--- config.mk ---
export PLATFORM = sky130hd
export DESIGN_NAME = reduce_tree
export DESIGN_NICKNAME = d
export VERILOG_FILES = /design/src/rtl/reduce_tree.sv
export SDC_FILE = /design/constraint.sdc
export NUM_CORES = 1
export LEC_CHECK = 0
export CORE_UTILIZATION = 40
export CTS_CLUSTER_SIZE = 30
export DETAILED_ROUTE_END_ITERATION = 8
export GPL_TIMING_DRIVEN = 0
export PLACE_DENSITY = 0.69
export RECOVER_POWER = 100
export SYNTH_ARGS = -nofsm -noshare
export SYNTH_HDL_FRONTEND = slang
export SYNTH_SLANG_ARGS = --single-unit
--- constraint.sdc ---
create_clock -name clock -period 11.27 [get_ports clock]
set_input_delay 2.254 -clock clock [delete_from_list [all_inputs] [get_ports clock]]
set_output_delay 2.254 -clock clock [all_outputs]
set_load 0.005 [all_outputs]
--- src/rtl/reduce_tree.sv ---
// Streaming lane reducer: a pipelined pairwise tree combines the lanes of each
// beat, then a frame accumulator folds beats together until the frame's last beat.
module reduce_tree #(
  parameter int N     = 4,
  parameter int W     = 16,
  parameter int ACC_W = 32
) (
  input  logic               clock,
  input  logic               reset,
  input  logic [W*N-1:0]     idata,
  input  logic               ivalid,
  input  logic [N-1:0]       ilane_en,
  input  logic               ilast,
  input  logic [1:0]         imode,
  output logic [ACC_W-1:0]   odata,
  output logic               ovalid,
  output logic [15:0]        obeats
);

  localparam int L  = (N > 1) ? $clog2(N) : 0;
  localparam int LV = (L > 0) ? L : 1;

  localparam logic [1:0] MODE_SUM = 2'd0;
  localparam logic [1:0] MODE_MAX = 2'd1;
  localparam logic [1:0] MODE_MIN = 2'd2;

  function automatic logic [ACC_W-1:0] ident(input logic [1:0] m);
    logic [ACC_W-1:0] r;
    case (m)
      MODE_MAX: r = {1'b1, {(ACC_W-1){1'b0}}};
      MODE_MIN: r = {1'b0, {(ACC_W-1){1'b1}}};
      default:  r = {ACC_W{1'b0}};
    endcase
    return r;
  endfunction

  function automatic logic [ACC_W-1:0] combine(input logic [1:0] m,
                                               input logic [ACC_W-1:0] a,
                                               input logic [ACC_W-1:0] b);
    logic [ACC_W-1:0] r;
    case (m)
      MODE_MAX: r = ($signed(a) > $signed(b)) ? a : b;
      MODE_MIN: r = ($signed(a) < $signed(b)) ? a : b;
      default:  r = a + b;
    endcase
    return r;
  endfunction

  logic             in_frame_r;
  logic [1:0]       frame_mode_r;
  logic             first_s;
  logic [1:0]       mode_s;
  logic signed [W-1:0] lane_s;

  // level 0 is the conditioned input; level l (l >= 1) is tree register l-1
  logic [ACC_W-1:0] lvl_s  [0:L][0:N-1];
  logic [1:0]       m_s    [0:L];
  logic [L:0]       v_s;
  logic [L:0]       f_s;
  logic [L:0]       l_s;
  logic [ACC_W-1:0] nxt_s  [0:LV-1][0:N-1];

  logic [ACC_W-1:0] tree_r [0:LV-1][0:N-1];
  logic [1:0]       tm_r   [0:LV-1];
  logic [LV-1:0]    tv_r;
  logic [LV-1:0]    tf_r;
  logic [LV-1:0]    tl_r;

  logic [ACC_W-1:0] acc_r;
  logic [15:0]      cnt_r;
  logic             acc_v_r;
  logic             acc_l_r;

  // input conditioning, level wiring and next-level pairing
  always_comb begin
    first_s = !in_frame_r;
    lane_s  = '0;
    if (first_s) begin
      mode_s = (imode == 2'd3) ? MODE_SUM : imode;
    end else begin
      mode_s = frame_mode_r;
    end

    for (int k = 0; k < N; k++) begin
      lane_s = idata[W*k +: W];
      if (ilane_en[k]) begin
        lvl_s[0][k] = ACC_W'(lane_s);
      end else begin
        lvl_s[0][k] = ident(mode_s);
      end
    end
    m_s[0] = mode_s;
    v_s[0] = ivalid;
    f_s[0] = first_s;
    l_s[0] = ilast;

    for (int l = 1; l <= L; l++) begin
      for (int j = 0; j < N; j++) begin
        lvl_s[l][j] = tree_r[l-1][j];
      end
      m_s[l] = tm_r[l-1];
      v_s[l] = tv_r[l-1];
      f_s[l] = tf_r[l-1];
      l_s[l] = tl_r[l-1];
    end

    for (int l = 0; l < LV; l++) begin
      for (int j = 0; j < N; j++) begin
        nxt_s[l][j] = {ACC_W{1'b0}};
      end
    end
    // elements past the live count of a level already hold the identity,
    // so an odd trailing element is naturally paired with it
    for (int l = 0; l < L; l++) begin
      for (int j = 0; j < N; j++) begin
        nxt_s[l][j] = combine(m_s[l],
          (2*j < N)     ? lvl_s[l][(2*j < N) ? 2*j : N-1]         : ident(m_s[l]),
          (2*j + 1 < N) ? lvl_s[l][(2*j + 1 < N) ? 2*j + 1 : N-1] : ident(m_s[l]));
      end
    end
  end

  // frame tracking: in-frame flag and mode locked on the first beat
  always_ff @(posedge clock or posedge reset) begin
    if (reset) begin
      in_frame_r   <= 1'b0;
      frame_mode_r <= MODE_SUM;
    end else if (ivalid) begin
      in_frame_r <= !ilast;
      if (first_s) begin
        frame_mode_r <= mode_s;
      end
    end
  end

  // tree pipeline registers with per-beat side-band flags
  always_ff @(posedge clock or posedge reset) begin
    if (reset) begin
      for (int l = 0; l < LV; l++) begin
        for (int j = 0; j < N; j++) begin
          tree_r[l][j] <= {ACC_W{1'b0}};
        end
        tm_r[l] <= MODE_SUM;
      end
      tv_r <= '0;
      tf_r <= '0;
      tl_r <= '0;
    end else begin
      for (int l = 0; l < L; l++) begin
        for (int j = 0; j < N; j++) begin
          tree_r[l][j] <= nxt_s[l][j];
        end
        tm_r[l] <= m_s[l];
        tv_r[l] <= v_s[l];
        tf_r[l] <= f_s[l];
        tl_r[l] <= l_s[l];
      end
    end
  end

  // frame accumulator and saturating beat counter
  always_ff @(posedge clock or posedge reset) begin
    if (reset) begin
      acc_r   <= {ACC_W{1'b0}};
      cnt_r   <= 16'd0;
      acc_v_r <= 1'b0;
      acc_l_r <= 1'b0;
    end else begin
      acc_v_r <= v_s[L];
      acc_l_r <= v_s[L] & l_s[L];
      if (v_s[L]) begin
        if (f_s[L]) begin
          acc_r <= lvl_s[L][0];
          cnt_r <= 16'd1;
        end else begin
          acc_r <= combine(m_s[L], acc_r, lvl_s[L][0]);
          if (cnt_r != 16'hFFFF) begin
            cnt_r <= cnt_r + 16'd1;
          end
        end
      end
    end
  end

  // result register: loads on a completed frame, holds otherwise
  always_ff @(posedge clock or posedge reset) begin
    if (reset) begin
      odata  <= {ACC_W{1'b0}};
      obeats <= 16'd0;
      ovalid <= 1'b0;
    end else begin
      ovalid <= acc_v_r & acc_l_r;
      if (acc_v_r & acc_l_r) begin
        odata  <= acc_r;
        obeats <= cnt_r;
      end
    end
  end

endmodule

==> run_summary.xml <==
<?xml version="1.0" encoding="UTF-8"?>
<metrics>
  <group name="critical_path">
    <metric name="cp.buffers_inverters" unit="">8</metric>
    <metric name="end_kind" unit="">flip-flop</metric>
    <metric name="cp.required" unit="ns">11.60</metric>
    <metric name="worstPathCellList" unit="">dlygate4sd3_1 &gt; nand2b_1 &gt; o21a_1 &gt; inv_1 &gt; ha_1 &gt; clkbuf_1 &gt; nor2b_1 &gt; clkbuf_1 &gt; a21oi_1 &gt; inv_1 &gt; ha_1 &gt; clkbuf_1 &gt; nor4_1 &gt; a221oi_1 &gt; o2111ai_1 &gt; and2_0 &gt; clkbuf_1 &gt; clkbuf_1 &gt; nand2_1 &gt; o211ai_1 &gt; o211ai_1</metric>
    <metric name="worst-r2r-setup-slack" unit="ns">4.70</metric>
    <metric name="crit_path_max_incr_delay" unit="ns">0.57</metric>
    <metric name="crit_family" unit="">buffers and inverters</metric>
    <metric name="endpoint" unit="">lvl_s[198]</metric>
    <metric name="critPathMaxFanout" unit="">10</metric>
    <metric name="levels_on_crit_path" unit="">21</metric>
    <metric name="worst_r2r_path_depth" unit="">19</metric>
    <metric name="critPathLaunchType" unit="">input port</metric>
    <metric name="criticalPathCategory" unit="">in -&gt; reg</metric>
    <metric name="startpoint" unit="">imode[1]</metric>
    <metric name="critical_path_arrival" unit="ns">8.79</metric>
    <metric name="worst_path_most_repeated_cell" unit="">clkbuf_1</metric>
    <metric name="reg2reg_from" unit="">in_frame_r</metric>
    <metric name="timing.critical_path.slowest_stage_cell" unit="">nor4_1</metric>
    <metric name="regToRegEndpoint" unit="">lvl_s[198]</metric>
  </group>
  <group name="grt">
    <metric name="antenna_found_initial" unit="">1</metric>
    <metric name="gr-total-overflow" unit="">0</metric>
    <metric name="track_usage" unit="">0.220</metric>
    <metric name="grt_first_pass_wirelength" unit="um">78300</metric>
    <metric name="number_of_global_route_vias_before_repair" unit="">14766</metric>
    <metric name="largest_net_degree_at_the_start_of_global_routing" unit="">123</metric>
  </group>
  <group name="worst_hold_path">
    <metric name="hold_removal_path_class" unit="">reg -&gt; reg</metric>
    <metric name="min_path_cells" unit="">0</metric>
  </group>
  <group name="drt">
    <metric name="routed-via-count" unit="">15207</metric>
    <metric name="drt.antenna.violating_nets" unit="">0</metric>
    <metric name="drc" unit="">0</metric>
    <metric name="dr_wl_cell" unit="um">18.2</metric>
    <metric name="detail_route.first_pass.iterations" unit="">5</metric>
    <metric name="drt_first_iter_violations" unit="">1020</metric>
    <metric name="wl" unit="um">49000</metric>
    <metric name="routed_via_density" unit="">5.64</metric>
  </group>
  <group name="yosys">
    <metric name="synth_area_per_cell" unit="um2">8.63</metric>
    <metric name="synth_seq_cells" unit="">208</metric>
    <metric name="dominantRegCellSynth" unit="">dfrtp_1</metric>
    <metric name="mappedNetlistNets" unit="">2280</metric>
    <metric name="gate_count_post_synth" unit="">2000</metric>
    <metric name="ys_types" unit="">94</metric>
    <metric name="synthesis.area" unit="um2">17300</metric>
    <metric name="synth_enable_flop_cells" unit="">0</metric>
    <metric name="sequential_fraction_of_the_synthesis_area" unit="">0.301</metric>
    <metric name="proportion_of_synthesized_flip_flops_having_asynchronous_set_or_reset" unit="">1.00</metric>
    <metric name="ys_warn_count" unit="">0</metric>
  </group>
  <group name="clock_tree">
    <metric name="clock_tree.root_cell" unit="">clkbuf_16</metric>
    <metric name="tritoncts" unit="">built</metric>
    <metric name="clock_sink_count" unit="">208</metric>
    <metric name="cts.path.max_buffers" unit="">3</metric>
    <metric name="cts_hold_buf" unit="">0</metric>
    <metric name="post_cts_resize_count" unit="">0</metric>
    <metric name="postCtsSetupRepairBufs" unit="">0</metric>
    <metric name="cts_buffers" unit="">22</metric>
    <metric name="clkSlewWorstSetupHoldPaths" unit="ns">0.06</metric>
    <metric name="clock_latency" unit="ns">0.51</metric>
    <metric name="htreeDepth" unit="">1</metric>
  </group>
  <group name="timing">
    <metric name="timing.final.setup_violations" unit="">0</metric>
    <metric name="worst_hold_slack" unit="ns">0.348</metric>
    <metric name="finalHoldViolCount" unit="">0</metric>
    <metric name="finalSetupTns" unit="ns">0</metric>
    <metric name="final_slew_viol_count" unit="">123</metric>
    <metric name="final_cycle_share" unit="">0.751</metric>
    <metric name="worst_slew_pin_slew" unit="ns">5.22</metric>
    <metric name="achievable-frequency" unit="MHz">118</metric>
    <metric name="timing.slew.headroom" unit="">-2.50</metric>
    <metric name="grt_setup_unrepaired" unit="">no</metric>
    <metric name="final.min_clock_period" unit="ns">8.47</metric>
    <metric name="timing.clock.skew" unit="ns">0.0107</metric>
  </group>
  <group name="floorplan">
    <metric name="num_rows" unit="">75</metric>
    <metric name="floorplan.core_area" unit="um2">42200</metric>
    <metric name="die_w" unit="um">210</metric>
    <metric name="io-pin-count" unit="">123</metric>
    <metric name="die-area" unit="um2">44000</metric>
    <metric name="initial_utilization" unit="">0.409</metric>
    <metric name="floorplan.die.height" unit="um">210</metric>
  </group>
  <group name="layout">
    <metric name="most_common_cell_after_layout_fill_and_taps_aside" unit="">dfrtp_1</metric>
    <metric name="layout.cell_area.non_filler" unit="um2">19800</metric>
    <metric name="drive_above_1_share" unit="">0.0648</metric>
    <metric name="leading_cell_types_in_the_layout_fill_and_taps_excluded" unit="">dfrtp_1 (208), inv_1 (201), ha_1 (200)</metric>
    <metric name="syn_to_final_growth" unit="%">14.5</metric>
    <metric name="fin_cells" unit="">2698</metric>
    <metric name="antennaDiodeCount" unit="">0</metric>
    <metric name="fillers" unit="">4106</metric>
    <metric name="fin_nets" unit="">2423</metric>
  </group>
  <group name="placement">
    <metric name="placement.io_buffers" unit="">118</metric>
    <metric name="post_dp_cell_area" unit="um2">19200</metric>
    <metric name="gp_routability_congestion" unit="">0.937</metric>
    <metric name="dp_cells" unit="">2658</metric>
    <metric name="dp.final_hpwl" unit="um">38600</metric>
  </group>
  <group name="job">
    <metric name="cap_viol_max_count" unit="">1</metric>
  </group>
  <group name="outcome">
    <metric name="run_status" unit="">finished with violations</metric>
    <metric name="failed_checks" unit="">capacitance limit, slew limit</metric>
  </group>
  <group name="power_and_ir_drop">
    <metric name="powerDensity" unit="nW/um2">258</metric>
    <metric name="static_power_due_to_leakage" unit="nW">9.16</metric>
    <metric name="max-vdd-ir-drop" unit="mV">0.117</metric>
    <metric name="total_power" unit="mW">5.09</metric>
  </group>
</metrics>
[power by group]
part	leakage (nW)	internal [mW]	switching (mW)
clock	0.357	0.429	0.304
sequential	2.63	1.03	0.272
combinational	6.17	1.27	1.78
[cells by family (layout without fill, tap and decap cells)]
kind of cell | Yosys count | in the layout | share of synthesized area
compound gates | 576 | 576 | 0.225
xor+xnor | 80 | 80 | 0.0406
fa+ha+maj | 206 | 206 | 0.152
buf+inv | 289 | 448 | 0.0644
flops | 208 | 208 | 0.301
mux | 92 | 92 | 0.0604
simple gates | 549 | 549 | 0.156
[synthesized netlist by cell type, types with 12 or more instances]
library cell / n / area, um2
nand3b_1: 16 / 120
a211oi_1: 23 / 173
nor4_1: 18 / 113
nand4_1: 14 / 87.6
o21ai_1: 13 / 65.1
ha_1: 200 / 2500
o21bai_1: 32 / 240
xnor2_1: 56 / 490
nor3_1: 42 / 210
dfrtp_1: 208 / 5200
mux2i_1: 21 / 210
mux2_2: 62 / 698
nor2_1: 114 / 428
nand2b_1: 20 / 125
a21oi_1: 174 / 871
o31ai_1: 24 / 180
nand3_1: 26 / 130
o21a_1: 12 / 90.1
or3_1: 25 / 156
nor2b_1: 37 / 231
xor2_1: 24 / 210
a221oi_1: 12 / 105
clkbuf_1: 67 / 251
nand2_1: 188 / 706
inv_1: 202 / 758
o21ai_0: 94 / 470
o211ai_1: 49 / 368
a21o_1: 27 / 203
o221ai_1: 12 / 105
[worst min-delay path by stage]
stage,from,to,slack [ns]
final,tl_r[0],tl_r[1],0.35
after detailed placement,tl_r[0],tl_r[1],0.34
after global placement,tf_r[0],tf_r[1],0.33
after CTS,tl_r[0],tl_r[1],0.35
after global routing,tf_r[0],tf_r[1],0.36
after floorplan,tf_r[0],tf_r[1],0.33
[per-layer routing]
| metal | share of wire | global-route usage | vias up |
|---|---|---|---|
| li1 | - | - | 7381 |
| met3 | 0.049 | 0.0183 | 86 |
| met2 | 0.47 | 0.377 | 439 |
| met4 | 0.027 | 0.0667 | 2 |
| met1 | 0.45 | 0.293 | 7299 |
| met5 | 0.00027 | 0 | - |
[sequential cells by signal, summed over array words and instances, names as in the netlist]
register	flops
tl_r	2
acc_l_r	1
lvl_s	96
acc_r	32
acc_v_r	1
in_frame_r	1
m_s	4
ovalid	1
cnt_r	16
obeats	16
tv_r	2
tf_r	2
odata	32
frame_mode_r	2
[worst register-to-register path, cell delays in order (launching register included)]
cell       delay [ns]
dfrtp_1          0.44
o21a_1           0.31
inv_1            0.12
ha_1             0.30
clkbuf_1         0.51
nor2b_1          0.39
clkbuf_1         0.49
a21oi_1          0.19
inv_1            0.14
ha_1             0.23
clkbuf_1         0.18
nor4_1           0.58
a221oi_1         0.28
o2111ai_1        0.47
and2_0           0.34
clkbuf_1         0.42
clkbuf_1         0.50
nand2_1          0.16
o211ai_1         0.15
o211ai_1         0.20
[area by class of cell]
cell class / instances / area, um2 / share of cell area
multi-input combinational: 1503 / 10800 / 0.549
sequential: 208 / 5200 / 0.263
timing repair buffer: 119 / 1210 / 0.0612
inverter: 203 / 763 / 0.0386
tap: 539 / 674 / 0.0341
clock buffer: 26 / 597 / 0.0302
buffer: 86 / 330 / 0.0167
clock inverter: 14 / 143 / 0.00722
[metrics by stage]
step | worst slack, ns | util
global route | 2.64 | 0.468
detailed placement | 2.89 | 0.454
global placement | 1.00 | 0.453
finish | 2.80 | 0.468
floorplan | 3.34 | -
CTS | 3.43 | 0.471
Note: power is estimated with default switching activity, not from simulation.
